===== config.mk =====
export PLATFORM = sky130hd
export DESIGN_NAME = mmio_bus_fabric
export DESIGN_NICKNAME = d
export VERILOG_FILES = /design/src/rtl/MMIO_pkg.sv /design/src/rtl/mmio_addr_decoder.sv /design/src/rtl/mmio_bus_fabric.sv
export SDC_FILE = /design/constraint.sdc
export NUM_CORES = 1
export LEC_CHECK = 0
export BUFFER_PORTS_ARGS = -buffer_cell sky130_fd_sc_hd__buf_2
export CORE_AREA = 2 2 119 121
export CTS_CLUSTER_SIZE = 8
export DETAILED_ROUTE_END_ITERATION = 10
export DIE_AREA = 0 0 121 123
export GPL_ROUTABILITY_DRIVEN = 0
export PLACE_DENSITY = 0.74
export SYNTH_ARGS = -nofsm -noshare
export SYNTH_HDL_FRONTEND = slang
export SYNTH_SLANG_ARGS = --single-unit

===== constraint.sdc =====
create_clock -name clk -period 1.9 [get_ports clk]
set_input_delay 0.095 -clock clk [delete_from_list [all_inputs] [get_ports clk]]
set_output_delay 0.095 -clock clk [all_outputs]
set_load 0.005 [all_outputs]

===== src/rtl/MMIO_pkg.sv =====
// Shared types and constants for the MMIO bus fabric.
//   mmio_fsm_state_t : fabric FSM state, also exported on state_out for debug
//   MMIO_ERR_RD_BIT  : fill bit replicated across RD when a read ends in error
//   mmio_idx_w()     : width of a slave index for a given slave count
package MMIO_pkg;

  typedef enum logic [1:0] {
    IDLE   = 2'd0,
    ACCESS = 2'd1,
    RESP   = 2'd2,
    ERR    = 2'd3
  } mmio_fsm_state_t;

  // A failed read returns this bit in every RD position (all ones).
  localparam logic MMIO_ERR_RD_BIT = 1'b1;

  // A single slave still needs a 1-bit index so that port widths stay legal.
  function automatic int unsigned mmio_idx_w(input int unsigned n);
    return (n > 1) ? $clog2(n) : 1;
  endfunction

endpackage : MMIO_pkg


===== src/rtl/mmio_addr_decoder.sv =====
// Combinational address decoder for the MMIO fabric.
// Slave i matches when (addr & SLAVE_MASK[i]) == SLAVE_BASE[i]; when several
// match, the lowest index wins.
//   addr : core address to decode
//   hit  : at least one slave matched
//   idx  : index of the winning slave (0 when hit is low)
module mmio_addr_decoder
  import MMIO_pkg::*;
#(
  parameter int unsigned ADDR_WIDTH = 32,
  parameter int unsigned NUM_SLAVES = 4,
  parameter int unsigned IDX_W      = 2,
  parameter logic [NUM_SLAVES-1:0][ADDR_WIDTH-1:0] SLAVE_BASE = '0,
  parameter logic [NUM_SLAVES-1:0][ADDR_WIDTH-1:0] SLAVE_MASK = '0
) (
  input  logic [ADDR_WIDTH-1:0] addr,
  output logic                  hit,
  output logic [IDX_W-1:0]      idx
);

  // Scan from the top index down so the lowest matching index is written last.
  always_comb begin
    hit = 1'b0;
    idx = '0;
    for (int i = int'(NUM_SLAVES) - 1; i >= 0; i--) begin
      if ((addr & SLAVE_MASK[i]) == SLAVE_BASE[i]) begin
        hit = 1'b1;
        idx = IDX_W'(i);
      end
    end
  end

endmodule : mmio_addr_decoder


===== src/rtl/mmio_bus_fabric.sv =====
// Single-master MMIO fabric: decodes a core read/write onto one of NUM_SLAVES
// peripheral channels, waits for the slave's completion with a timeout, and
// returns a one-cycle ready pulse (with bus_err on decode miss or timeout).
//   clk, rst           : clock, synchronous active-high reset
//   re, we, A, WD      : core request (re and we together count as a write)
//   RD, ready, bus_err : registered response; bus_err qualifies ready
//   busy               : transaction in flight
//   s_sel, s_we        : one-hot slave select / write enable (ACCESS only)
//   s_addr, s_wd       : latched address and write data broadcast to slaves
//   s_rd, s_ready      : per-slave read data and completion
//   state_out          : debug view of the FSM state
module mmio_bus_fabric
  import MMIO_pkg::*;
#(
  parameter int unsigned DATA_WIDTH     = 32,
  parameter int unsigned ADDR_WIDTH     = 32,
  parameter int unsigned NUM_SLAVES     = 4,
  parameter int unsigned TIMEOUT_CYCLES = 16,
  parameter logic [NUM_SLAVES-1:0][ADDR_WIDTH-1:0] SLAVE_BASE = '0,
  parameter logic [NUM_SLAVES-1:0][ADDR_WIDTH-1:0] SLAVE_MASK = '0
) (
  input  logic                             clk,
  input  logic                             rst,
  input  logic                             re,
  input  logic                             we,
  input  logic [ADDR_WIDTH-1:0]            A,
  input  logic [DATA_WIDTH-1:0]            WD,
  output logic [DATA_WIDTH-1:0]            RD,
  output logic                             ready,
  output logic                             busy,
  output logic                             bus_err,
  output logic [NUM_SLAVES-1:0]            s_sel,
  output logic [NUM_SLAVES-1:0]            s_we,
  output logic [ADDR_WIDTH-1:0]            s_addr,
  output logic [DATA_WIDTH-1:0]            s_wd,
  input  logic [NUM_SLAVES*DATA_WIDTH-1:0] s_rd,
  input  logic [NUM_SLAVES-1:0]            s_ready,
  output mmio_fsm_state_t                  state_out
);

  localparam int unsigned IDX_W = mmio_idx_w(NUM_SLAVES);
  localparam int unsigned CNT_W = $clog2(TIMEOUT_CYCLES + 1);

  mmio_fsm_state_t        r_state;
  logic [DATA_WIDTH-1:0]  r_rd;
  logic                   r_ready;
  logic                   r_busy;
  logic                   r_bus_err;
  logic [NUM_SLAVES-1:0]  r_sel;
  logic [NUM_SLAVES-1:0]  r_s_we;
  logic [ADDR_WIDTH-1:0]  r_addr;
  logic [DATA_WIDTH-1:0]  r_wd;
  logic                   r_we;
  logic [IDX_W-1:0]       r_idx;
  logic [CNT_W-1:0]       r_cnt;

  logic                   w_dec_hit;
  logic [IDX_W-1:0]       w_dec_idx;
  logic [NUM_SLAVES-1:0]  w_dec_onehot;
  logic [DATA_WIDTH-1:0]  w_slv_rd;
  logic                   w_slv_ready;
  logic                   w_timeout;

  mmio_addr_decoder #(
    .ADDR_WIDTH (ADDR_WIDTH),
    .NUM_SLAVES (NUM_SLAVES),
    .IDX_W      (IDX_W),
    .SLAVE_BASE (SLAVE_BASE),
    .SLAVE_MASK (SLAVE_MASK)
  ) u_dec (
    .addr (A),
    .hit  (w_dec_hit),
    .idx  (w_dec_idx)
  );

  assign w_dec_onehot = NUM_SLAVES'(1) << w_dec_idx;
  assign w_timeout    = (r_cnt == CNT_W'(TIMEOUT_CYCLES - 1));

  // Only the latched slave's data and completion are observed.
  always_comb begin
    w_slv_rd    = '0;
    w_slv_ready = 1'b0;
    for (int i = 0; i < int'(NUM_SLAVES); i++) begin
      if (r_idx == IDX_W'(i)) begin
        w_slv_rd    = s_rd[i*DATA_WIDTH +: DATA_WIDTH];
        w_slv_ready = s_ready[i];
      end
    end
  end

  // Fabric FSM; every output is registered and set on the transition into
  // the state that presents it.
  always_ff @(posedge clk) begin
    if (rst) begin
      r_state   <= IDLE;
      r_rd      <= '0;
      r_ready   <= 1'b0;
      r_busy    <= 1'b0;
      r_bus_err <= 1'b0;
      r_sel     <= '0;
      r_s_we    <= '0;
      r_addr    <= '0;
      r_wd      <= '0;
      r_we      <= 1'b0;
      r_idx     <= '0;
      r_cnt     <= '0;
    end else begin
      r_ready   <= 1'b0;
      r_bus_err <= 1'b0;
      unique case (r_state)
        IDLE: begin
          if (re || we) begin
            r_addr <= A;
            r_wd   <= WD;
            r_we   <= we;
            r_idx  <= w_dec_idx;
            r_busy <= 1'b1;
            if (w_dec_hit) begin
              r_state <= ACCESS;
              r_cnt   <= '0;
              r_sel   <= w_dec_onehot;
              r_s_we  <= we ? w_dec_onehot : '0;
            end else begin
              // Decode miss: no slave is ever selected.
              r_state   <= ERR;
              r_ready   <= 1'b1;
              r_bus_err <= 1'b1;
              if (!we) r_rd <= {DATA_WIDTH{MMIO_ERR_RD_BIT}};
            end
          end
        end
        ACCESS: begin
          // Completion wins over a timeout landing in the same cycle.
          if (w_slv_ready) begin
            r_state <= RESP;
            r_ready <= 1'b1;
            r_sel   <= '0;
            r_s_we  <= '0;
            if (!r_we) r_rd <= w_slv_rd;
          end else if (w_timeout) begin
            r_state   <= ERR;
            r_ready   <= 1'b1;
            r_bus_err <= 1'b1;
            r_sel     <= '0;
            r_s_we    <= '0;
            if (!r_we) r_rd <= {DATA_WIDTH{MMIO_ERR_RD_BIT}};
          end else begin
            r_cnt <= r_cnt + CNT_W'(1);
          end
        end
        RESP, ERR: begin
          r_state <= IDLE;
          r_busy  <= 1'b0;
        end
        default: begin
          r_state <= IDLE;
          r_busy  <= 1'b0;
          r_sel   <= '0;
          r_s_we  <= '0;
        end
      endcase
    end
  end

  assign RD        = r_rd;
  assign ready     = r_ready;
  assign busy      = r_busy;
  assign bus_err   = r_bus_err;
  assign s_sel     = r_sel;
  assign s_we      = r_s_we;
  assign s_addr    = r_addr;
  assign s_wd      = r_wd;
  assign state_out = r_state;

endmodule : mmio_bus_fabric


==> results of run 1 <==
-- metrics by stage --
stage               hold WS [ns]  TNS [ns]  setup slack [ns]  power, mW
global placement           0.349    -0.280           -0.0710       3.45
detailed placement         0.353    -0.382            -0.117       3.46
CTS                    0.0000839    -0.126           -0.0441       5.44
floorplan                  0.172    -0.141           -0.0785       3.03
global route             0.00585    -0.365            -0.101       5.67
finish                   0.00899    -0.142           -0.0514       5.39
-- power by group --
part	switching, mW	internal [mW]	total [mW]	leakage, nW
Clock	0.797	1.07	1.87	0.143
Combinational	0.514	0.465	0.979	1.79
Sequential	0.0828	2.46	2.54	0.897
-- flip-flops by register name (all words and copies together), names as in the netlist, 2 cells and up --
| signal | cells |
|---|---|
| s_wd | 32 |
| RD | 32 |
| s_addr | 32 |
| r_cnt | 5 |
| state_out | 2 |
-- worst min-delay path by stage --
stage / slack [ns] / start / to
6_report: 0.009 / s_rd[17] / RD[17]$_SDFFE_PP0P_
5_1_grt: 0.006 / WD[4] / s_wd[4]$_SDFFE_PP0P_
4_1_cts: 0.00008 / WD[4] / s_wd[4]$_SDFFE_PP0P_
3_5_place_dp: 0.35 / A[28] / s_addr[28]$_SDFFE_PP0P_
3_3_place_gp: 0.35 / WD[21] / s_wd[21]$_SDFFE_PP0P_
2_1_floorplan: 0.17 / s_ready[0] / bus_err$_SDFF_PP0_
-- logic make-up after synthesis --
kind of cell             share of synthesized area
other                                     0.000904
AO/OA/AOI/OAI                                0.217
adder cells (fa/ha/maj)                    0.00905
flip-flops                                   0.526
AND/OR/NAND/NOR                              0.187
buffers and inverters                       0.0600
-- synthesized netlist by cell type, types with 2 or more instances --
library cell / instances
dfxtp_1: 109
a21oi_1: 101
o21ai_0: 68
nand3_1: 65
clkbuf_1: 50
nor2_1: 35
nor3_1: 34
buf_4: 6
nand2b_1: 4
ha_1: 3
nand2_1: 3
or2_2: 3
or3_1: 3
inv_1: 2
o211ai_1: 2
or3b_2: 2
-- worst reg2reg max path, cell delays in order (launching register included) --
cell     delay [ns]
dfxtp_2        0.34
ha_4           0.15
and3_4         0.18
ha_4           0.15
or4b_4         0.50
buf_6          0.15
or3_4          0.33
o31ai_2        0.07
-- routing by layer --
| layer | track usage | part of all wire |
|---|---|---|
| met1 | 0.218 | 0.42 |
| met2 | 0.284 | 0.46 |
| met3 | 0.0567 | 0.080 |
| met4 | 0.0872 | 0.035 |
| met5 | 0 | 0 |
-- repair_timing --
action | in CTS | in global routing
endpoints found under the hold margin | 57 | 0
setup buffers | 3 | 0
setup endpoints to repair | 5 | 5
hold buffers | 57 | 0
pin swaps | 2 | 1
gates resized for setup | 6 | 3
-- layout by cell type, fill, tap and decap left out, types with 4 or more instances in the layout --
cell           Yosys  routed
or2_2              3       4
nand3_1           65      65
nor2_1            35      33
buf_4              6      14
dlygate4sd3_1      0      57
clkbuf_16          0       9
buf_12             0       6
dfxtp_1          109     107
nand2b_1           4       4
o21ai_0           68      66
a21oi_1          101     101
buf_2              1     202
nor3_1            34      34
conb_1             1       6
-- final cells by class --
cell class,count,area (µm²)
clock buffer,11,253
fill,1303,7290
multi-input combinational,340,1800
tap,180,225
timing repair buffer,280,1820
clock inverter,2,35.0
sequential,109,2180
inverter,2,7.51
==> summary.md, run 1 <==
| Metric | Value |
|---|---|
| Result of the run | finished with violations |
| Violated checks | negative setup slack |
| Startpoint of the worst-slack reg-to-reg timing path | r_cnt[0]$_SDFFE_PP0P_ |
| Max-cap violations | 0 |
| Launch point of the critical path | r_cnt[0]$_SDFFE_PP0P_ |
| Nets@finish | 945 |
| Total DRC errors in the routed layout | 0 |
| Pin count of the biggest net entering global routing | 53 |
| Post-synthesis instance area | 4150 µm² |
| Share of the synthesized area in the top cell type | 0.526 |
| Synthesized netlist cell count | 504 |
| Clk buf depth | 2 |
| Post-synth top flop | dfxtp_1 |
| Cell at the root of the clock tree | clkbuf_16 |
| Synth-to-layout area growth | 52.5% |
| Chip width | 121 µm |
| Critical Path Slowest Stage Cell | or4b_4 |
| Worst IR Drop VDD | 0.000583 V |
| Clock H-tree levels | 3 |
| Non-filler cells, final | 924 |
| Post-synthesis average cell area | 8.23 µm² |
| DRT iter0 DRCs | 249 |
| Clock tree from TritonCTS | built |
| Final wirelength | 13600 µm |
| DR pass1 iterations | 5 |
| Clock input transition at the sequential cells of the worst setup and hold paths | 0.07 ns |
| Crit. path cell count | 7 |
| Endpoint type of the worst setup path | flip-flop |
| Highest cell delay on the worst timing path | 0.50 ns |
| Fraction of registers with async set/reset | 0 |
| Share of the cycle needed by the critical path after routing | 1.03 |
| Die outline area | 14900 µm² |
| Number of vias in the routed layout | 4555 |
| Instance count after placement with tap cells included | 851 |
| Sequential-to-total area share from yosys stat | 0.526 |
| Most prevalent standard cell on the critical path | ha_4 |
| Synth area leader | dfxtp_1 |
| Cells along the critical path | ha_4 -> and3_4 -> ha_4 -> or4b_4 -> buf_6 -> or3_4 -> o31ai_2 |
| Data required time of the critical path | 2.16 ns |
| Gr usage total | 0.178 |
| Number of endpoints with negative hold slack in the final report | 0 |
| Clock tree sinks | 109 |
| Drt via density | 4.93 |
| Total overflow reported by the global router | 0 |
| Post-synthesis cell type count | 30 |
| Number of cells on the worst reg-to-reg path | 7 |
| Finished Core Util | 0.465 |
| Latest clock arrival within the worst-skew pair | 0.35 ns |
| Starting density of the core | 0.305 |
| Endpoint arrival time on the critical path | 2.21 ns |
| Total CTS buffers | 9 |
| Min setup slack post-route | -0.0514 ns |
| Remaining antenna violation count | 0 |
| Critical-path maximum fanout | 5 |
| Setup repair after global routing missed its margin | yes |
| Share of final-layout standard cells stronger than drive strength 1 | 0.343 |
| Post-synth EDFFs | 0 |
| Final Skew | 0.00755 ns |
| Warnings, synthesis | 0 |
| Number of antenna violations at the first check in global routing | 0 |
| Post-detailed-placement half-perimeter wirelength | 8380 µm |
| RR Endpoint | r_cnt[4]$_SDFFE_PP0P_ |
| Worst Setup Start Kind | flip-flop |
| LEAKAGE | 2.83 nW |
| Worst setup path endpoint | r_cnt[4]$_SDFFE_PP0P_ |
| Wirelength per Cell | 14.7 µm |
| Top cells by area in the synthesized netlist | dfxtp_1 (53%), a21oi_1 (12%), o21ai_0 (8.2%) |
| Vias in the first global route | 4344 |
| Buf/Inv on CP | 1 |
| Area of all placed cells without fillers | 6330 µm² |
| Chip height | 123 µm |
| Min-delay worst type | in -> reg |
| Finish-stage setup viols | 4 |
| Core Footprint | 13600 µm² |
| Gate family responsible for the most delay along the worst path | simple AND/OR/NAND/NOR gates |
| N_diodes | 0 |
| PD cells | 851 nW/µm² |
| Total cell area at the placement stage | 5410 µm² |
| Period minus WS final | 1.95 ns |
| First-pass GRT wire length | 21300 µm |
| Kind of critical path | reg -> reg |
| Setup slack of the most critical reg-to-reg path | -0.05 ns |
| Total number of placement rows | 43 |
| I/O pin cnt | 309 |
| Count of final max-slew check failures | 0 |
| Achievable frequency | 512 MHz |
| Flip-flop and latch count after synthesis | 109 |
| Worst Hold Path Cells | 3 |
| Port-buffer cells | 203 |
No activity file was read; power rests on OpenSTA's default activity.
==> inputs of run 2 (changes only) <==
CORE_AREA = unset   (was 2 2 119 121)
CORE_MARGIN = 2   (was unset)
CORE_UTILIZATION = 33   (was unset)
DIE_AREA = unset   (was 0 0 121 123)
PLACE_DENSITY = 0.75   (was 0.74)
SYNTH_HIERARCHICAL = 1   (was unset)
==> run 2 against run 1 <==
Net effect: the flow now finishes without violations; count of clock-buffer cells in the layout increased by 8; worst setup slack better by 0.11 ns; register-to-register slack better by 0.11 ns; largest power group is now clock; first-iteration DRC count rose by 24%; via count grew 18%; utilization up 8.1 points; critical path depth down 2; critical path type unchanged; sequential power rose by 12%; final cell count increased by 15%.
==> summary.md, run 2 <==
| Metric | Value |
|---|---|
| Min setup slack post-route | 0.0627 ns |
| Chip height | 127 µm |
| Cell at the root of the clock tree | clkbuf_16 |
| Kind of critical path | reg -> reg |
| Post-synth EDFFs | 0 |
| Simple logic cell fraction of the synthesized area | 0.133 |
| Top cells by area in the synthesized netlist | dfxtp_1 (47%), mux4_2 (15%), nand2_1 (10%) |
| Clock tree sinks | 117 |
| Most instantiated library cell after synthesis | nand2_1 |
| Footprint of the multi-input gates | 2400 µm² |
| Drt via density | 5.07 |
| Most frequent cells after synthesis | nand2_1 (135), dfxtp_1 (117), a21oi_1 (69), mux4_2 (33), o221a_1 (30) |
| Remaining max-slew budget at the tightest pin | 0.619 |
| Total DRC errors in the routed layout | 0 |
| Wirelength per Cell | 16.6 µm |
| Chip width | 127 µm |
| Main combinational cell family by area after synthesis | compound AO/OA/AOI/OAI gates |
| Total CTS buffers | 17 |
| Synthesized netlist cell count | 494 |
| Warnings, synthesis | 6 |
| Period minus WS final | 1.84 ns |
| Cells along the critical path | mux4_2 -> nor3b_4 -> nor3_4 -> buf_12 -> o221a_1 |
| Sequential group share of total power | 0.374 |
| Sequential-to-total area share from yosys stat | 0.473 |
| Finish-stage setup viols | 0 |
| Setup WS pre-CTS | 0.0374 ns |
| DRT iter0 DRCs | 308 |
| Flip-flop and latch count after synthesis | 117 |
| Number of antenna violations at the first check in global routing | 3 |
| Worst Setup Start Kind | flip-flop |
| Sequential Area | 2340 µm² |
| Highest cell delay on the worst timing path | 0.62 ns |
| Clk buf depth | 2 |
| Gate family responsible for the most delay along the worst path | multiplexers |
| Synth Area in Compound Gates | 0.185 |
| Port-buffer cells | 308 |
| Critical-path maximum fanout | 26 |
| Nets@finish | 1060 |
| Post-synth top flop | dfxtp_1 |
| Post-detailed-placement half-perimeter wirelength | 11800 µm |
| I/O pin cnt | 309 |
| Pin count of the biggest net entering global routing | 67 |
| Leading cell type in the layout, fill and taps excluded | buf_2 |
| Max-cap violations | 0 |
| Most frequent cells in the layout | buf_2 (308), nand2_1 (135), dfxtp_1 (116) |
| Worst IR Drop VDD | 0.000629 V |
| Part of the power in the clock network | 0.418 |
| Remaining antenna violation count | 0 |
| Starting density of the core | 0.340 |
| Synth area leader | dfxtp_1 |
| Post-synthesis cell type count | 43 |
| Sw frac | 0.276 |
| Share of final-layout standard cells stronger than drive strength 1 | 0.457 |
| Fraction of registers with async set/reset | 0 |
| Number of endpoints with negative hold slack in the final report | 0 |
| Total overflow reported by the global router | 0 |
| Endpoint type of the worst setup path | flip-flop |
| Post-Synth Adder-Cell Area | 0.00505 |
| Die outline area | 16000 µm² |
| PD cells | 958 nW/µm² |
| Buf/Inv on CP | 1 |
| Synth-to-layout area growth | 60.8% |
| Gr usage total | 0.213 |
| Core Footprint | 14600 µm² |
| Fill cells | 1225 |
| Data required time of the critical path | 2.20 ns |
| Final wirelength | 17600 µm |
| Setup repair after global routing missed its margin | no |
| Critical Path Slowest Stage Cell | mux4_2 |
| LEAKAGE | 3.67 nW |
| Share of the cycle needed by the critical path after routing | 0.967 |
| DR pass1 iterations | 4 |
| Switching power | 2.11 mW |
| Combinational cell fraction of total power | 0.208 |
| Clock tree from TritonCTS | built |
| Result of the run | finished, final reports clean |
| Clock input transition at the sequential cells of the worst setup and hold paths | 0.06 ns |
| Vias in the first global route | 5481 |
| Endpoint arrival time on the critical path | 2.13 ns |
| Post-synthesis xor/xnor area fraction | 0 |
| Total number of placement rows | 44 |
| Share of cell area taken by muxes after synthesis | 0.152 |
| Latest clock arrival within the worst-skew pair | 0.42 ns |
| Achievable frequency | 544 MHz |
| Final total negative setup slack | 0 ns |
| Internal power of the cells | 5.53 mW |
| Clock H-tree levels | 4 |
| Final Skew | 0.00898 ns |
| Post-synthesis average cell area | 10.0 µm² |
| Number of vias in the routed layout | 5360 |
| First-pass GRT wire length | 26900 µm |
| Post-synthesis instance area | 4950 µm² |
| Share of the synthesized area in the top cell type | 0.473 |
| Min-delay worst type | in -> reg |
| Count of final max-slew check failures | 0 |
| Worst Tran Pin Value | 0.571 ns |
## run 2: cell type report
class,instances,area share
antenna,3,0.000943
clock buffer,19,0.0556
clock inverter,13,0.0184
inverter,8,0.00377
multi-input combinational,326,0.301
sequential,117,0.294
tap,184,0.0289
timing repair buffer,388,0.297
## run 2: per-layer routing
| layer | vias up | global-route usage | part of all wire |
|---|---|---|---|
| met5 | - | 0 | 0 |
| met4 | 0 | 0.105 | 0.027 |
| met3 | 33 | 0.0742 | 0.092 |
| met2 | 265 | 0.371 | 0.51 |
| met1 | 2551 | 0.230 | 0.37 |
| li1 | 2511 | - | - |
## run 2: per-stage QoR
| step | hold WS [ns] | std cells | total power [mW] | util | area, µm² |
|---|---|---|---|---|---|
| 4_1_cts | 0.0379 | 1054 | 7.67 | 0.544 | 7940 |
| 3_3_place_gp | 0.335 | 957 | 4.33 | 0.459 | 6700 |
| 2_1_floorplan | 0.231 | 495 | 3.69 | - | 4960 |
| 6_report | 0.0677 | 1058 | 7.63 | 0.546 | 7970 |
| 5_1_grt | 0.112 | 1058 | 7.98 | 0.546 | 7970 |
| 3_5_place_dp | 0.342 | 957 | 4.36 | 0.459 | 6700 |
## run 2: repair_timing
action / in CTS / in global routing
setup buffers: 0 / 1
hold buffers: 65 / 0
setup endpoints to repair: 1 / 35
resized for setup: 0 / 2
hold endpoints to repair: 67 / 0
pin swaps: 1 / 1
## run 2: cells by family after synthesis
logic type / Yosys count
buf+inv: 52
flops: 117
simple gates: 160
compound gates: 127
other cells: 2
fa+ha+maj: 2
mux: 34
## run 2: worst paths after layout
path                              start               endpoint  slack (ns)  cells after the start
setup / recovery  r_idx[0]$_SDFFE_PP0P_    RD[21]$_SDFFE_PP0P_        0.06                      5
hold / removal                       re      r_we$_SDFFE_PP0P_        0.07                      4
setup reg to reg  r_idx[0]$_SDFFE_PP0P_    RD[21]$_SDFFE_PP0P_        0.06                      5
hold reg to reg   s_wd[26]$_SDFFE_PP0P_  s_wd[26]$_SDFFE_PP0P_        0.45                      2
## run 2: power by group through the flow
| stage | logic, mW | registers, mW | clock network (mW) |
|---|---|---|---|
| after floorplan | 0.777 | 2.91 | 0 |
| after global placement | 1.45 | 2.89 | 0 |
| after detailed placement | 1.47 | 2.89 | 0 |
| after CTS | 1.57 | 2.84 | 3.25 |
| after global routing | 1.73 | 2.88 | 3.37 |
| final | 1.59 | 2.85 | 3.19 |
## run 2: worst register-to-register path, cell delays in order (launching register included)
cell and delay, ns:
dfxtp_2 0.36, mux4_2 0.62, nor3b_4 0.25, nor3_4 0.07
buf_12 0.17, o221a_1 0.26
==> inputs of run 3 (changes only) <==
CTS_BUF_LIST = sky130_fd_sc_hd__clkbuf_8   (was unset)
GPL_ROUTABILITY_DRIVEN = unset   (was 0)
==> run 3 against run 2 <==
Net effect: final area down 2.3%; clock skew is essentially flat; final cell count hardly changed; global-route usage barely moved; count of clock-buffer cells in the layout down 1; sequential power barely moved; first-iteration DRC count is 20% lower; worst hold slack got worse by 0.038 ns; die area did not move.
==> summary.md, run 3 (synthesis results as in run 2) <==
| Metric | Value |
|---|---|
| Result of the run | finished, final reports clean |
| Instance count after placement with tap cells included | 957 |
| Clock input transition at the sequential cells of the worst setup and hold paths | 0.07 ns |
| Critical-path maximum fanout | 26 |
| Final wirelength | 17700 µm |
| Non-filler cells, final | 1059 |
| Pin count of the biggest net entering global routing | 67 |
| Leading cell type in the layout, fill and taps excluded | buf_2 |
| Final Skew | 0.00909 ns |
| Achievable frequency | 540 MHz |
| Total overflow reported by the global router | 0 |
| Clk buf depth | 2 |
| Worst Setup Start Kind | flip-flop |
| Vias in the first global route | 5418 |
| Data required time of the critical path | 2.23 ns |
| Starting density of the core | 0.340 |
| Port-buffer cells | 308 |
| Synth-to-layout area growth | 57.0% |
| Die outline area | 16000 µm² |
| Final total negative setup slack | 0 ns |
| Critical Path Slowest Stage Cell | mux4_2 |
| Cell at the root of the clock tree | clkbuf_8 |
| Highest cell delay on the worst timing path | 0.61 ns |
| Total number of placement rows | 44 |
| Count of final max-slew check failures | 0 |
| Number of antenna violations at the first check in global routing | 4 |
| Total DRC errors in the routed layout | 0 |
| Latest clock arrival within the worst-skew pair | 0.44 ns |
| Clock tree from TritonCTS | built |
| Endpoint arrival time on the critical path | 2.18 ns |
| Share of final-layout standard cells stronger than drive strength 1 | 0.457 |
| Finish-stage setup viols | 0 |
| Min-delay worst type | in -> reg |
| Clock H-tree levels | 4 |
| Worst IR Drop VDD | 0.000553 V |
| Clock tree sinks | 117 |
| LEAKAGE | 3.59 nW |
| Drt via density | 5.03 |
| Chip width | 127 µm |
| Post-detailed-placement half-perimeter wirelength | 11800 µm |
| DR pass1 iterations | 4 |
| Chip height | 127 µm |
| Endpoint type of the worst setup path | flip-flop |
| DRT iter0 DRCs | 245 |
| First-pass GRT wire length | 26900 µm |
| I/O pin cnt | 309 |
| Max-cap violations | 0 |
| Gr usage total | 0.213 |
| Setup repair after global routing missed its margin | no |
| Cells along the critical path | mux4_2 -> nor3b_4 -> nor3_4 -> buf_12 -> o221a_1 |
| Period minus WS final | 1.85 ns |
| Share of the cycle needed by the critical path after routing | 0.974 |
| Remaining max-slew budget at the tightest pin | 0.623 |
| Core Footprint | 14600 µm² |
| Placer's final routability congestion estimate | 0.779 |
| Most frequent cells in the layout | buf_2 (308), nand2_1 (135), dfxtp_1 (116) |
| Wirelength per Cell | 16.7 µm |
| Kind of critical path | reg -> reg |
| PD cells | 867 nW/µm² |
| Total CTS buffers | 17 |
| Nets@finish | 1060 |
| Number of endpoints with negative hold slack in the final report | 0 |
| Remaining antenna violation count | 0 |
| Worst Tran Pin Value | 0.566 ns |
| Number of vias in the routed layout | 5332 |
-- run 3: cell count changes in the layout (fill, tap and decap cells not counted), sizes merged --
cell    delta
clkbuf     -1
diode      +1
inv        +1
-- run 3: layer usage --
| metal | part of all wire | routed length [µm] | global-route usage |
|---|---|---|---|
| met1 | 0.37 | 6580 | 0.234 |
| met2 | 0.51 | 9000 | 0.373 |
| met3 | 0.091 | 1610 | 0.0725 |
| met4 | 0.029 | 518 | 0.0944 |
| met5 | 0 | 0 | 0 |
-- run 3: area by class of cell --
| class | instances | area [µm²] |
|---|---|---|
| fill | 1250 | 6810 |
| multi-input combinational | 326 | 2400 |
| timing repair buffer | 388 | 2370 |
| sequential | 117 | 2350 |
| clock buffer | 18 | 248 |
| tap | 184 | 230 |
| clock inverter | 14 | 150 |
| inverter | 8 | 30.0 |
| antenna | 4 | 10.0 |
-- run 3: worst max-delay path, delay by kind of cell (launching register included) --
family                 cells  cell delay, ns
multiplexers               1            0.61
flip-flops                 1            0.37
AND/OR/NAND/NOR            2            0.33
AO/OA/AOI/OAI              1            0.25
buffers and inverters      1            0.17
-- run 3: worst paths after layout --
kind / from / end / slack [ns] / cells past startpoint
worst max-delay path: r_idx[0]$_SDFFE_PP0P_ / RD[21]$_SDFFE_PP0P_ / 0.05 / 5
worst min register to register: s_wd[5]$_SDFFE_PP0P_ / s_wd[5]$_SDFFE_PP0P_ / 0.45 / 2
worst min-delay path: re / r_we$_SDFFE_PP0P_ / 0.03 / 4
worst max register to register: r_idx[0]$_SDFFE_PP0P_ / RD[21]$_SDFFE_PP0P_ / 0.05 / 5
-- run 3: what timing repair did --
| item | in CTS | in global routing |
|---|---|---|
| setup endpoints to repair | 0 | 34 |
| endpoints found under the hold margin | 67 | 0 |
| hold buffers | 65 | 0 |
| setup buffers | 0 | 1 |
| resized for setup | 0 | 3 |
-- run 3: through the flow --
| stage | cell area [µm²] | setup slack (ns) | hold slack, ns | power, mW | utilization |
|---|---|---|---|---|---|
| 3_3_place_gp | 6700 | 0.0690 | 0.335 | 4.33 | 0.459 |
| 6_report | 7780 | 0.0486 | 0.0297 | 6.75 | 0.533 |
| 2_1_floorplan | 4960 | 0.133 | 0.231 | 3.69 | - |
| 3_5_place_dp | 6700 | 0.0374 | 0.342 | 4.36 | 0.459 |
| 5_1_grt | 7780 | 0.00999 | 0.0662 | 7.09 | 0.533 |
| 4_1_cts | 7750 | 0.0114 | 0.00389 | 6.78 | 0.531 |
-- run 3: report_power, final --
part / switching, mW / internal, mW / leakage, nW
logic: 0.758 / 0.833 / 2.44
clock network: 1.10 / 1.21 / 0.190
registers: 0.137 / 2.71 / 0.963
total: 1.99 / 4.75 / 3.59
